[src/rtl/dmem_arb_pkg.sv]
// Shared types and default constants for the data-memory arbiter.
// Optional feature macro: DMEM_RANGE_CHECK_EN (see dmem_arbiter.sv).
package dmem_arb_pkg;

  localparam int DEFAULT_DEPTH        = 256;
  localparam int DEFAULT_STARVE_LIMIT = 4;

  // Which requester owns the memory port in the current cycle.
  typedef enum logic [1:0] {
    OWN_NONE = 2'd0,
    OWN_CPU  = 2'd1,
    OWN_DMA  = 2'd2
  } owner_e;

  // Arbitration priority state.
  typedef enum logic {
    CPU_PRI   = 1'b0,
    DMA_BOOST = 1'b1
  } arb_state_e;

endpackage

[src/rtl/dmem_arb_starve_ctr.sv]
// DMA starvation tracking: counts consecutive cycles the DMA request is
// blocked and raises boost so the DMA wins exactly one grant.
module dmem_arb_starve_ctr
  import dmem_arb_pkg::*;
#(
  parameter int STARVE_LIMIT = DEFAULT_STARVE_LIMIT
) (
  input  logic clk,
  input  logic rst_n,
  input  logic dma_req,
  input  logic dma_gnt,
  output logic boost
);

  arb_state_e state, state_next;
  logic [7:0] starve_cnt, cnt_next;
  logic [8:0] cnt_inc;
  logic       blocked;

  // Next counter value and priority state from this cycle's DMA outcome.
  always_comb begin
    // NOTE: every output of a combinational block gets a default first so no
    // path leaves it unassigned, which would otherwise infer a latch.
    cnt_next   = 8'd0;
    state_next = state;
    blocked    = dma_req && !dma_gnt;
    cnt_inc    = {1'b0, starve_cnt} + 9'd1;

    if (blocked) begin
      cnt_next = (cnt_inc >= 9'(STARVE_LIMIT)) ? 8'(STARVE_LIMIT) : cnt_inc[7:0];
    end

    case (state)
      CPU_PRI:   if (blocked && cnt_inc >= 9'(STARVE_LIMIT)) state_next = DMA_BOOST;
      DMA_BOOST: if (dma_gnt || !dma_req) state_next = CPU_PRI;
      default:   state_next = CPU_PRI;
    endcase
  end

  // Counter and state registers.
  always_ff @(posedge clk or negedge rst_n) begin
    if (!rst_n) begin
      state      <= CPU_PRI;
      starve_cnt <= 8'd0;
    end else begin
      // NOTE: state registers use non-blocking assignments so every flop
      // samples pre-edge values regardless of statement order.
      state      <= state_next;
      starve_cnt <= cnt_next;
    end
  end

  assign boost = (state == DMA_BOOST);

endmodule

[src/rtl/dmem_arbiter.sv]
// Single-port data-memory arbiter between the CPU MEM stage and a DMA port.
// CPU has fixed priority; a starved DMA gets one boosted grant.
// Optional feature macro: DMEM_RANGE_CHECK_EN -- accesses at addr >= DEPTH are
// granted but not forwarded, and answer next cycle with rvalid, rdata=0, err=1.
module dmem_arbiter
  import dmem_arb_pkg::*;
#(
  parameter int ADDR_W       = 32,
  parameter int DATA_W       = 32,
  parameter int DEPTH        = DEFAULT_DEPTH,
  parameter int STARVE_LIMIT = DEFAULT_STARVE_LIMIT
) (
  input  logic              clk,
  input  logic              rst_n,
  input  logic              cpu_req,
  input  logic              cpu_we,
  input  logic [ADDR_W-1:0] cpu_addr,
  input  logic [DATA_W-1:0] cpu_wdata,
  output logic              cpu_gnt,
  output logic              cpu_rvalid,
  output logic [DATA_W-1:0] cpu_rdata,
  output logic              cpu_err,
  input  logic              dma_req,
  input  logic              dma_we,
  input  logic [ADDR_W-1:0] dma_addr,
  input  logic [DATA_W-1:0] dma_wdata,
  output logic              dma_gnt,
  output logic              dma_rvalid,
  output logic [DATA_W-1:0] dma_rdata,
  output logic              dma_err,
  output logic [ADDR_W-1:0] mem_addr,
  output logic [DATA_W-1:0] mem_wdata,
  output logic              mem_write,
  output logic              mem_read,
  input  logic [DATA_W-1:0] mem_rdata
);

`ifdef DMEM_RANGE_CHECK_EN
  localparam bit RANGE_CHECK = 1'b1;
`else
  localparam bit RANGE_CHECK = 1'b0;
`endif

  owner_e            winner;
  logic              boost;
  logic              win_we;
  logic              win_oor;
  logic [ADDR_W-1:0] win_addr;
  logic [DATA_W-1:0] win_wdata;

  dmem_arb_starve_ctr #(
    .STARVE_LIMIT (STARVE_LIMIT)
  ) u_starve (
    .clk     (clk),
    .rst_n   (rst_n),
    .dma_req (dma_req),
    .dma_gnt (dma_gnt),
    .boost   (boost)
  );

  // Pick the owner; nobody wins while reset is asserted.
  always_comb begin
    winner = OWN_NONE;
    if (rst_n) begin
      if (boost) winner = dma_req ? OWN_DMA : (cpu_req ? OWN_CPU : OWN_NONE);
      else       winner = cpu_req ? OWN_CPU : (dma_req ? OWN_DMA : OWN_NONE);
    end
  end

  // Route the winner onto the memory port; out-of-range accesses are suppressed.
  always_comb begin
    win_we    = 1'b0;
    win_addr  = '0;
    win_wdata = '0;
    case (winner)
      OWN_CPU: begin win_we = cpu_we; win_addr = cpu_addr; win_wdata = cpu_wdata; end
      OWN_DMA: begin win_we = dma_we; win_addr = dma_addr; win_wdata = dma_wdata; end
      default: ;
    endcase
    win_oor   = RANGE_CHECK && (winner != OWN_NONE) && (win_addr >= ADDR_W'(DEPTH));
    mem_addr  = win_addr;
    mem_wdata = win_wdata;
    mem_write = (winner != OWN_NONE) &&  win_we && !win_oor;
    mem_read  = (winner != OWN_NONE) && !win_we && !win_oor;
  end

  assign cpu_gnt = (winner == OWN_CPU);
  assign dma_gnt = (winner == OWN_DMA);

  // Registered responses: one-cycle rvalid for reads and range errors.
  always_ff @(posedge clk or negedge rst_n) begin
    if (!rst_n) begin
      cpu_rvalid <= 1'b0;
      cpu_rdata  <= '0;
      cpu_err    <= 1'b0;
      dma_rvalid <= 1'b0;
      dma_rdata  <= '0;
      dma_err    <= 1'b0;
    end else begin
      cpu_rvalid <= 1'b0;
      cpu_err    <= 1'b0;
      dma_rvalid <= 1'b0;
      dma_err    <= 1'b0;
      if (cpu_gnt && (win_oor || !win_we)) begin
        cpu_rvalid <= 1'b1;
        cpu_err    <= win_oor;
        cpu_rdata  <= win_oor ? '0 : mem_rdata;
      end
      if (dma_gnt && (win_oor || !win_we)) begin
        dma_rvalid <= 1'b1;
        dma_err    <= win_oor;
        dma_rdata  <= win_oor ? '0 : mem_rdata;
      end
    end
  end

endmodule

[config.mk]
export PLATFORM = sky130hd
export DESIGN_NAME = dmem_arbiter
export DESIGN_NICKNAME = d
export VERILOG_FILES = /design/src/rtl/dmem_arb_pkg.sv /design/src/rtl/dmem_arb_starve_ctr.sv /design/src/rtl/dmem_arbiter.sv
export SDC_FILE = /design/constraint.sdc
export NUM_CORES = 1
export LEC_CHECK = 0
export CAP_MARGIN = 10
export CORE_AREA = 3 3 115 117
export CTS_CLUSTER_DIAMETER = 150
export DETAILED_ROUTE_END_ITERATION = 6
export DIE_AREA = 0 0 118 120
export HOLD_SLACK_MARGIN = 0.02
export PLACE_DENSITY = 0.75
export SKIP_CTS_REPAIR_TIMING = 1
export SLEW_MARGIN = 25
export SYNTH_ARGS = -nofsm -noshare
export SYNTH_HDL_FRONTEND = slang
export SYNTH_SLANG_ARGS = --single-unit
[constraint.sdc]
create_clock -name clk -period 2.7 [get_ports clk]
set_clock_uncertainty 0.2 [all_clocks]
set_input_delay 0.54 -clock clk [delete_from_list [all_inputs] [get_ports clk]]
set_output_delay 0.54 -clock clk [all_outputs]
set_load 0.05 [all_outputs]
## Word-level counts from Yosys, hierarchy flattened

Index checks and enable logic that the tools add are counted.

- Register bits: 75
- Output and inout port bits: 136
- Word-level logic and storage cells: 38

- Add/subtract/negate cells: 1
- Order comparisons: 1
- Equal/unequal tests: 2
- Mux-type cells: 16
- Bitwise gates (word level): 1
- Reductions and logical operators: 11

Operators by type and width:

| kind | count |
|---|---|
| 32-bit case mux with 2 select lines | 2 |
| 8-bit two-way mux | 2 |
| 2-bit two-way mux | 5 |
| 8-bit by 1-bit adder with 9-bit output (second input constant) | 1 |
| 9-bit by 3-bit greater-or-equal comparator with 1-bit output (second input constant) | 1 |
| 1-bit logical AND | 6 |
| 1-bit two-way mux | 5 |
| 1-bit case mux with 2 select lines | 2 |
| 1-bit logical NOT | 3 |
| 2-bit by 1-bit equality test with 1-bit output (second input constant) | 1 |
| 2-bit equality test (second input constant) | 1 |
| 2-bit nonzero test | 1 |
| 1-bit logical OR | 1 |
| 1-bit inverter | 1 |

## Longest topological paths before layout

Gate-level depths: netlist of run 1.

- Depth after elaboration: 10
- Mapped depth: 9
- Depth with buffers taken out: 7

## Modules after synthesis

A second synthesis of run 1 with hierarchy kept.

- Cells, all modules: 330
- Area total of the unflattened synthesis: 3773.6 um^2

Modules (own cells, without submodules):

| module | instances | cells each | area an instance (um^2) | sequential area each (um^2) |
|---|---|---|---|---|
| dmem_arbiter | 1 | 308 | 3450.8 | 1651.6 |
| dmem_arb_starve_ctr | 1 | 22 | 322.8 | 225.2 |

## Worst setup path after synthesis of run 1

Ideal clock, no wire load.

- Path type: input port to output port
- Start: in dma_req
- End: out mem_write
- Arrival time: 2.894 ns
- Path slack: -0.934 ns
- Stages on the path: 8
- Cell sequence: nand2_1 -> and3_1 -> inv_1 -> ha_1 -> buf_2 -> buf_2 -> a22oi_1 -> nor3_1

- Longest elaborated chain between the ends: 7

RTL lines:

| what | line | source |
|---|---|---|
| from (decl) | dmem_arbiter.sv:23 | `input logic dma_req,` |
| 2-bit two-way mux (2 in a row) | dmem_arbiter.sv:66 | `else winner = cpu_req ? OWN_CPU : (dma_req ? OWN_DMA : OWN_NONE);` |
| 2-bit two-way mux * | dmem_arbiter.sv:65 | `if (boost) winner = dma_req ? OWN_DMA : (cpu_req ? OWN_CPU : OWN_NONE);` |
| 2-bit two-way mux * | dmem_arbiter.sv:64 | `if (rst_n) begin` |
| 2-bit equality test * | n/a |  |
| net dma_gnt | dmem_arbiter.sv:27 | `output logic dma_gnt,` |
| 1-bit case mux with 2 select lines * | dmem_arbiter.sv:75 | `case (winner)` |
| 1-bit logical AND * | dmem_arbiter.sv:83 | `mem_write = (winner != OWN_NONE) && win_we && !win_oor;` |
| to (decl) | dmem_arbiter.sv:33 | `output logic mem_write,` |

Mark *: on every way through the listed nets, which the timed path passes. The rest lies on a longest branch.

## Worst setup path in the final report of run 1

- Start: in dma_req
- End: out mem_addr[23]

- Longest elaborated chain between the ends: 6

RTL lines:

| what | line | source |
|---|---|---|
| 2-bit two-way mux (2 in a row) | dmem_arbiter.sv:66 |  |
| 2-bit two-way mux * | dmem_arbiter.sv:65 |  |
| 2-bit two-way mux * | dmem_arbiter.sv:64 |  |
| 2-bit equality test / 2-bit by 1-bit equality test with 1-bit output (equally long branches) | dmem_arbiter.sv:75 |  |
| 32-bit case mux with 2 select lines * | dmem_arbiter.sv:75 |  |
| to (decl) | dmem_arbiter.sv:31 | `output logic [ADDR_W-1:0] mem_addr,` |

Every way passes the cells marked *; elsewhere a longest branch is shown, timed or not.

==> summary by stage, run 1 <==
Routing
The number of nets with antenna violations after routing is 0. The detailed-router iteration count before antenna repair is 4. The total length of routed wires is between 15 and 20 mm.

Using the TritonRoute via totals, the vias-per-cell ratio works out to 4.74. In the final routed layout, each cell accounts on average for 19.3 µm. The number of DRC markers in iteration 0 is 144. The final route contains ~4000 vias. After detailed routing, the number of remaining DRC violations is 0.

Power
Of the total power, the share spent switching nets is 0.407. The analysis attributes to net switching a power of 2.12 mW. The relative contribution of the clock network to total power is 0.208. The internal portion of the total power is 3.10 mW. The design draws 5.22 mW. For this design the static power due to leakage is 3.29 nW. The fraction of power consumed by combinational cells is 0.503. The power density over the cells is 612 nW/µm².

The power share of the sequential group is 0.289. IR analysis of the VDD net gives a maximum drop of 0.000516 V.

Critical path
The slowest stage of the critical path belongs to the cell sky130_fd_sc_hd__ha_4. The kind of start point of the critical path is an input port. In this design, the stage delay of the slowest critical-path cell is 370 ps. In this run the worst path has a maximum fanout of 30. The critical path goes through dlymetal6s2s_1 > nand2_1 > a21o_1 > ha_4 > buf_16 > nor2_4 > buf_4. The kind of critical path is input port to output port. STA puts the critical path data required time at about 2000 ps. STA classifies the critical path endpoint as an output port. The number of cells on the worst reg-to-reg path is 9. The data arrival time of the critical path is 1930 ps.

Logic synthesis
For this run, the register share of the synthesized area comes to 0.496. The number of enable-type register cells in the synthesized netlist is 0. The synthesized-area fraction occupied by ao, oa, aoi and oai cells was 0.155. The xor-xnor portion of the synthesized cell area is 0.

The portion of synthesized area spent on multiplexers is 0.190. The number of instances in the synthesized netlist is 336. The count of cell types in the netlist is 30. A synthesized cell averages ~11 µm². The basic-gate share of the synthesized area counting and, or, nand and nor cells is 0.0905. Of all flip-flops after synthesis, the portion carrying an async set or reset was 1.00.

The number of register bits inferred by synthesis is 75. The post-synthesis cell area is around 3800 µm². The post-synthesis share of cell area spent on full adders, half adders and majority gates is 0.0132. The dominant combinational cell family by area after synthesis is multiplexers.

Among all flip-flop cells after synthesis, the most frequent one is sky130_fd_sc_hd__dfrtp_1. Yosys printed 0 warnings.

Clocking
No sink is reached through more buffers than the 2 on the longest clock path. The tree built by TritonCTS fans out to 75 sinks. The tree is rooted in a sky130_fd_sc_hd__clkbuf_16. Clock latency on the worst-skew pair, taken at its later pin, is between 300 and 400 ps.

The clock tree synthesis step divided the H-tree into 3 levels. TritonCTS built the clock tree. TritonCTS created 9 clock buffers. Clock-pin slew was measured on the worst setup and hold paths at roughly 50 ps.

Cells and area
The top cell types in the final layout, fill and taps aside, are 228 x sky130_fd_sc_hd__clkdlybuf4s50_1, 75 x sky130_fd_sc_hd__dfrtp_1, 65 x sky130_fd_sc_hd__nor2_4, 54 x sky130_fd_sc_hd__mux2_2, 41 x sky130_fd_sc_hd__buf_4. The most common library cell in the layout ignoring fill and taps is sky130_fd_sc_hd__clkdlybuf4s50_1. Compared with the post-synthesis result, the final layout area differs by 125%. In the final layout, the share of cells above drive strength 1 is 0.434. The final net count is between 800 and 900. The post-layout instance count excluding filler cells is 836.

The number of antenna cells inserted is 0. The cell area after layout is 8540 µm².

STA
The count of final hold-check violations came to 0. The worst hold margin is 294 ps. The relative slew slack is 0.384. Setup repair after global routing could not meet its margin everywhere. The routed design could run at a clock period as short as 2670 ps. The upper clock frequency limit is 0.375 GHz. Setup violations remaining at the end of the flow were counted as 0. Adding up every negative setup slack in the final design gives 0 ps. The final cycle utilization of the critical path is 0.988. The final-report max-slew violation count is 0.

At the pin with the least slew margin, the transition time is between 900 and 1000 ps.

Floorplanning
The top-level I/O count is 302. The floorplan step defined a die boundary enclosing around 14000 µm². The initial utilization of the core area, before any placement, comes to 0.304. The cell row count is 41. The die is 118 µm wide. In this run the vertical extent of the chip is about 120 µm.

The total area inside the core boundary comes to 12500 µm².

Global route
In the global route stage, overall resource usage came out at 0.215. The first-pass GRT wire length is 23.5 mm. The number of antenna violations at the first check in global routing is 0. Global routing finished with a remaining overflow of 0. Entering global routing, the biggest net connects between 70 and 80 pins. The number of global-route vias before repair is between 4000 and 5000.

Placement
The congestion estimate from routability-driven global placement came to slightly below 0.9. After detailed placement, the design holds a cell count of 817. In this run the tool buffered the top-level ports with ~300 buffer cells. After legalization and detailed placement, the total HPWL measured 12.8 mm.

Once placement finished, the instance area stood at between 7000 and 8000 µm².

Worst hold path
The path category of the worst min-delay check is register to register. Counting instances, the worst hold path has a depth of 1.

Flow run
The max capacitance violation total is 0.

Run status
The flow ran to the end, and the final reports show no timing, DRC or antenna violations.
[flip-flops by register name (all words and copies together), names as in the netlist]
| signal | count |
|---|---|
| u_starve.boost | 1 |
| u_starve.starve_cnt | 8 |
| cpu_rdata | 32 |
| dma_rdata | 32 |
| dma_rvalid | 1 |
| cpu_rvalid | 1 |
[area by class of cell]
cell class | instances | area [µm²]
Clock buffer | 14 | 264
Clock inverter | 2 | 10.0
Timing Repair Buffer | 337 | 3720
Inverter | 5 | 18.8
Tap cell | 172 | 215
Fill cell | 941 | 3930
Sequential cell | 75 | 1880
Multi-Input combinational cell | 231 | 2430
[cells by family after synthesis]
kind of cell,count (synthesis)
AOI/OAI and AO/OA,75
DFF,75
and+or+nand+nor,81
buffers and inverters,36
muxes,64
other,1
adders and majority gates,4
[synth_stat cells, types with 3 or more instances]
master	count	area share
sky130_fd_sc_hd__dfrtp_1	75	0.50
sky130_fd_sc_hd__nor2_1	67	0.066
sky130_fd_sc_hd__a22oi_1	65	0.13
sky130_fd_sc_hd__mux2_2	54	0.16
sky130_fd_sc_hd__buf_2	13	0.017
sky130_fd_sc_hd__mux2_1	10	0.030
sky130_fd_sc_hd__buf_6	6	0.018
sky130_fd_sc_hd__buf_1	5	0.0050
sky130_fd_sc_hd__clkbuf_1	5	0.0050
sky130_fd_sc_hd__inv_1	5	0.0050
sky130_fd_sc_hd__ha_1	4	0.013
sky130_fd_sc_hd__nand2_1	3	0.0030
[path summary, 6_finish.rpt]
path | from | end | slack [ps]
max | dma_req | mem_addr[23] | 30
min | cpu_rdata[29] | cpu_rdata[29] | 290
max reg2reg | u_starve.boost | dma_rdata[17] | 340
min reg2reg | cpu_rdata[29] | cpu_rdata[29] | 290
max in group asynchronous | rst_n | u_starve.boost | 1400
min in group asynchronous | rst_n | cpu_rdata[12] | 300
[worst max-delay path: cells and delay by family]
family / cells / cell delay [ps]
buffers and inverters: 3 / 630
adders and majority gates: 1 / 370
AOI/OAI and AO/OA: 1 / 210
and+or+nand+nor: 2 / 140
[metrics by stage]
| step | utilization | setup WS, ps |
|---|---|---|
| finish | 0.685 | 33.6 |
| CTS | 0.660 | -357 |
| global route | 0.685 | -85.1 |
| detailed placement | 0.638 | -347 |
| global placement | 0.638 | -336 |
| floorplan | - | -13.1 |
[power by group through the flow]
stage / Sequential, mW / Clock (mW) / Combinational [mW]
after floorplan: 2.39 / 0 / 0.652
after global placement: 1.51 / 0 / 2.56
after detailed placement: 1.53 / 0 / 2.58
after CTS: 1.51 / 1.12 / 2.60
after global routing: 1.55 / 1.18 / 2.73
final: 1.51 / 1.08 / 2.63
[per-layer routing]
metal,GRT usage,share of wire,vias up
li1,-,-,1859
met1,0.262,0.39,1934
met2,0.363,0.52,159
met3,0.0928,0.084,10
met4,0.0300,0.0063,0
met5,0,0,-
(Power assumes the default switching activity.)
==> inputs of run 2 (changes only) <==
==> constraint.sdc (replaced) <==
create_clock -name clk -period 2.92 [get_ports clk]
set_clock_uncertainty 0.2 [all_clocks]
set_input_delay 0.584 -clock clk [delete_from_list [all_inputs] [get_ports clk]]
set_output_delay 0.584 -clock clk [all_outputs]
set_load 0.05 [all_outputs]
==> run 2 against run 1 <==
Compared with the run above: hold slack got worse by 130 ps; combinational power down 6%; clock power fell by 11%; register-to-register slack better by 40 ps; critical path depth is 2 higher; sequential cell count stayed put; count of clock-buffer cells in the layout decreased by 1.
==> summary by stage, run 2 (synthesis results as in run 1) <==
STA
In the finished design, the share of the clock period the worst path needs comes to 0.969. Static timing analysis puts the maximum clock frequency at 0.353 GHz. For the finished layout, the period the worst path requires is ~2800 ps. The count of final hold-check violations came to 0.

Setup violations remaining at the end of the flow were counted as 0. The final-report max-slew violation count is 0. Setup repair after global routing left no endpoint under its margin. In this run the tightest slew margin relative to its limit is 0.543. Setup total negative slack on the finished layout was measured at 0 ps. The worst setup margin is roughly 89 ps. At the pin with the least slew margin, the transition time is roughly 700 ps.

Clocking
The root buffer cell is sky130_fd_sc_hd__clkbuf_16. The clock net in this run drives a total of 75 sinks. At the later pin of the worst-skew pair, clock insertion delay measures approximately 330 ps.

TritonCTS built the clock tree. The worst-case clock buffer depth is 2. The number of H-tree levels is 3. The number of clock buffers added by TritonCTS is 9. The CTS clock-pin slew for the worst setup and hold paths is 60 ps.

Cells and area
The fraction of final layout cells sized beyond drive strength 1 is 0.403. In the layout the commonest cells are 228 x sky130_fd_sc_hd__clkdlybuf4s50_1, 75 x sky130_fd_sc_hd__dfrtp_1, 63 x sky130_fd_sc_hd__nor2_4, 60 x sky130_fd_sc_hd__buf_4, 54 x sky130_fd_sc_hd__mux2_2. The number of antenna diodes in the final layout is 0. The filler cells instantiated in the layout total 918. The library cell used most frequently in the layout, excluding fill and tap cells, is sky130_fd_sc_hd__clkdlybuf4s50_1.

The layout overhead on the synthesized area is 125%. In the final layout, the registers with the most flip-flops are cpu_rdata: 32 flops, dma_rdata: 32 flops, u_starve.starve_cnt: 8 flops. The net count of the finished layout is 838. The post-layout instance count excluding filler cells is 842.

Floorplanning
The initial core utilization is 0.304. The initialized floorplan defines ~40 standard-cell rows. The region available for standard cell placement spans between 10000 and 15000 µm². 302 I/O pins were placed. Measured along the y axis, the die boundary spans 120 µm. The floorplan die area is 14200 µm². The die is 118 µm wide.

Routing
The count of unresolved DRC violations after routing is 0. The number of DRC markers in iteration 0 is 175. The detailed-router iteration count before antenna repair is 4.

The routed via count is roughly 4000. The number of nets with antenna violations after routing is 0. Dividing the detail-routed wire length by the instance count gives 20.3 µm.

Dividing the detail-routed via count by the number of cells gives 4.80. The total length of routed wires is 17.1 mm.

Critical path
The critical path depth is 9. The endpoint class of the critical path is an output port. The beginning of the worst register-to-register path is u_starve.boost.

The critical path goes through inv_1 > a21o_1 > inv_1 > ha_4 > buf_12 > buf_12 > a22oi_2 > nor2_4 > buf_4. The stage delay of the slowest cell on the critical path is 380 ps. The number of buffer and inverter instances along the worst setup path is 5. The internal reg-to-reg setup slack is 380 ps.

STA puts the critical path data required time at 2140 ps. The number of cells on the worst reg-to-reg path is 10. STA classifies the critical path startpoint as a register. Tracing the worst setup path back leads to its startpoint at u_starve.boost. The endpoint identified for the worst register-to-register timing path is dma_rdata[20]. The data arrival time of the critical path is 2050 ps.

The worst setup path is of the register to output port kind. The gate family responsible for the most delay along the worst path is buffers and inverters. For this design, the slowest cell found on the critical path is sky130_fd_sc_hd__dfrtp_1. The critical path ends at mem_addr[0].

The peak fanout along the critical path is 21.

Power
The worst-case IR drop observed on VDD is about 0.00055 V. The fraction of power consumed by combinational cells is 0.511. The power share of the sequential group is 0.290. The static leakage power is 3.34 nW. Cell internal power was estimated by the tool at 2.85 mW. The relative contribution of the clock network to total power is 0.199. The switching share of total power is 0.408. The net switching power is a little under 2 mW. The post-layout total power is 4.82 mW.

The power density over the cells is about 560 nW/µm².

Placement
The final HPWL from detailed placement is 13.7 mm. At the placement stage, the worst setup path has a slack of -424 ps. The routability congestion estimate from global placement is 0.957. Including well taps, the total number of placed cells is 825. The number of buffers added on ports is between 200 and 300.

Global route
After global routing the overflow that remains totals 0. The number of global-route vias before repair is 4369. Entering global routing, the biggest net connects 76 pins. The global router's overall resource usage is 0.227. The first-pass GRT wire length is 25.1 mm.

The number of antenna violations at the first check in global routing is 0.

Run status
The flow ran to the end, and the final reports show no timing, DRC or antenna violations.

Flow run
Across the run, the number of max-cap violations was 0.

Worst hold path
The min-delay analysis places its worst path in the category input port to async pin.
## run 2: changes by cell type in the layout (fill, tap and decap cells not counted), moves of 2 or more
cell	before	now
sky130_fd_sc_hd__buf_4	41	60
sky130_fd_sc_hd__clkinv_2	2	0
sky130_fd_sc_hd__inv_2	3	0
sky130_fd_sc_hd__a22oi_2	35	14
sky130_fd_sc_hd__buf_8	2	0
sky130_fd_sc_hd__buf_6	23	4
sky130_fd_sc_hd__buf_12	39	48
sky130_fd_sc_hd__a22oi_1	30	51
sky130_fd_sc_hd__clkbuf_16	9	13
sky130_fd_sc_hd__nor2_4	65	63
sky130_fd_sc_hd__inv_1	2	5
## run 2: metrics by stage
step | hold WS (ps) | area, µm² | util
3_5_place_dp | 281 | 8100 | 0.650
3_3_place_gp | 275 | 8100 | 0.650
6_report | 165 | 8530 | 0.685
5_1_grt | 258 | 8530 | 0.685
4_1_cts | 292 | 8350 | 0.670
2_1_floorplan | 88.4 | 4320 | -
## run 2: how the worst min path moves through the flow
stage	endpoint	slack (ps)	cells after the start
global placement	dma_rdata[14]	270	1
global route	u_starve.starve_cnt[2]	260	2
detailed placement	dma_rdata[10]	280	1
CTS	dma_rdata[10]	290	1
finish	u_starve.starve_cnt[2]	160	2
floorplan	cpu_rdata[0]	90	0
## run 2: power groups by stage
stage | combinational (mW) | clock [mW] | sequential (mW)
after floorplan | 0.591 | 0 | 2.21
after global placement | 2.41 | 0 | 1.39
after detailed placement | 2.44 | 0 | 1.42
after CTS | 2.45 | 0.976 | 1.40
after global routing | 2.55 | 1.03 | 1.43
final | 2.46 | 0.959 | 1.40
## run 2: cell type report
class	count	area, µm²	area share
sequential	75	1880	0.220
tap	172	215	0.0252
clock buffer	13	250	0.0293
timing repair buffer	346	3860	0.452
inverter	5	18.8	0.00220
multi-input combinational	231	2320	0.272
## run 2: per-layer routing
metal,GRT usage,routed length [µm],vias up
met4,0.0520,250,0
li1,-,-,1881
met3,0.0726,1200,16
met2,0.405,9090,172
met1,0.269,6520,1974
met5,0,0,-
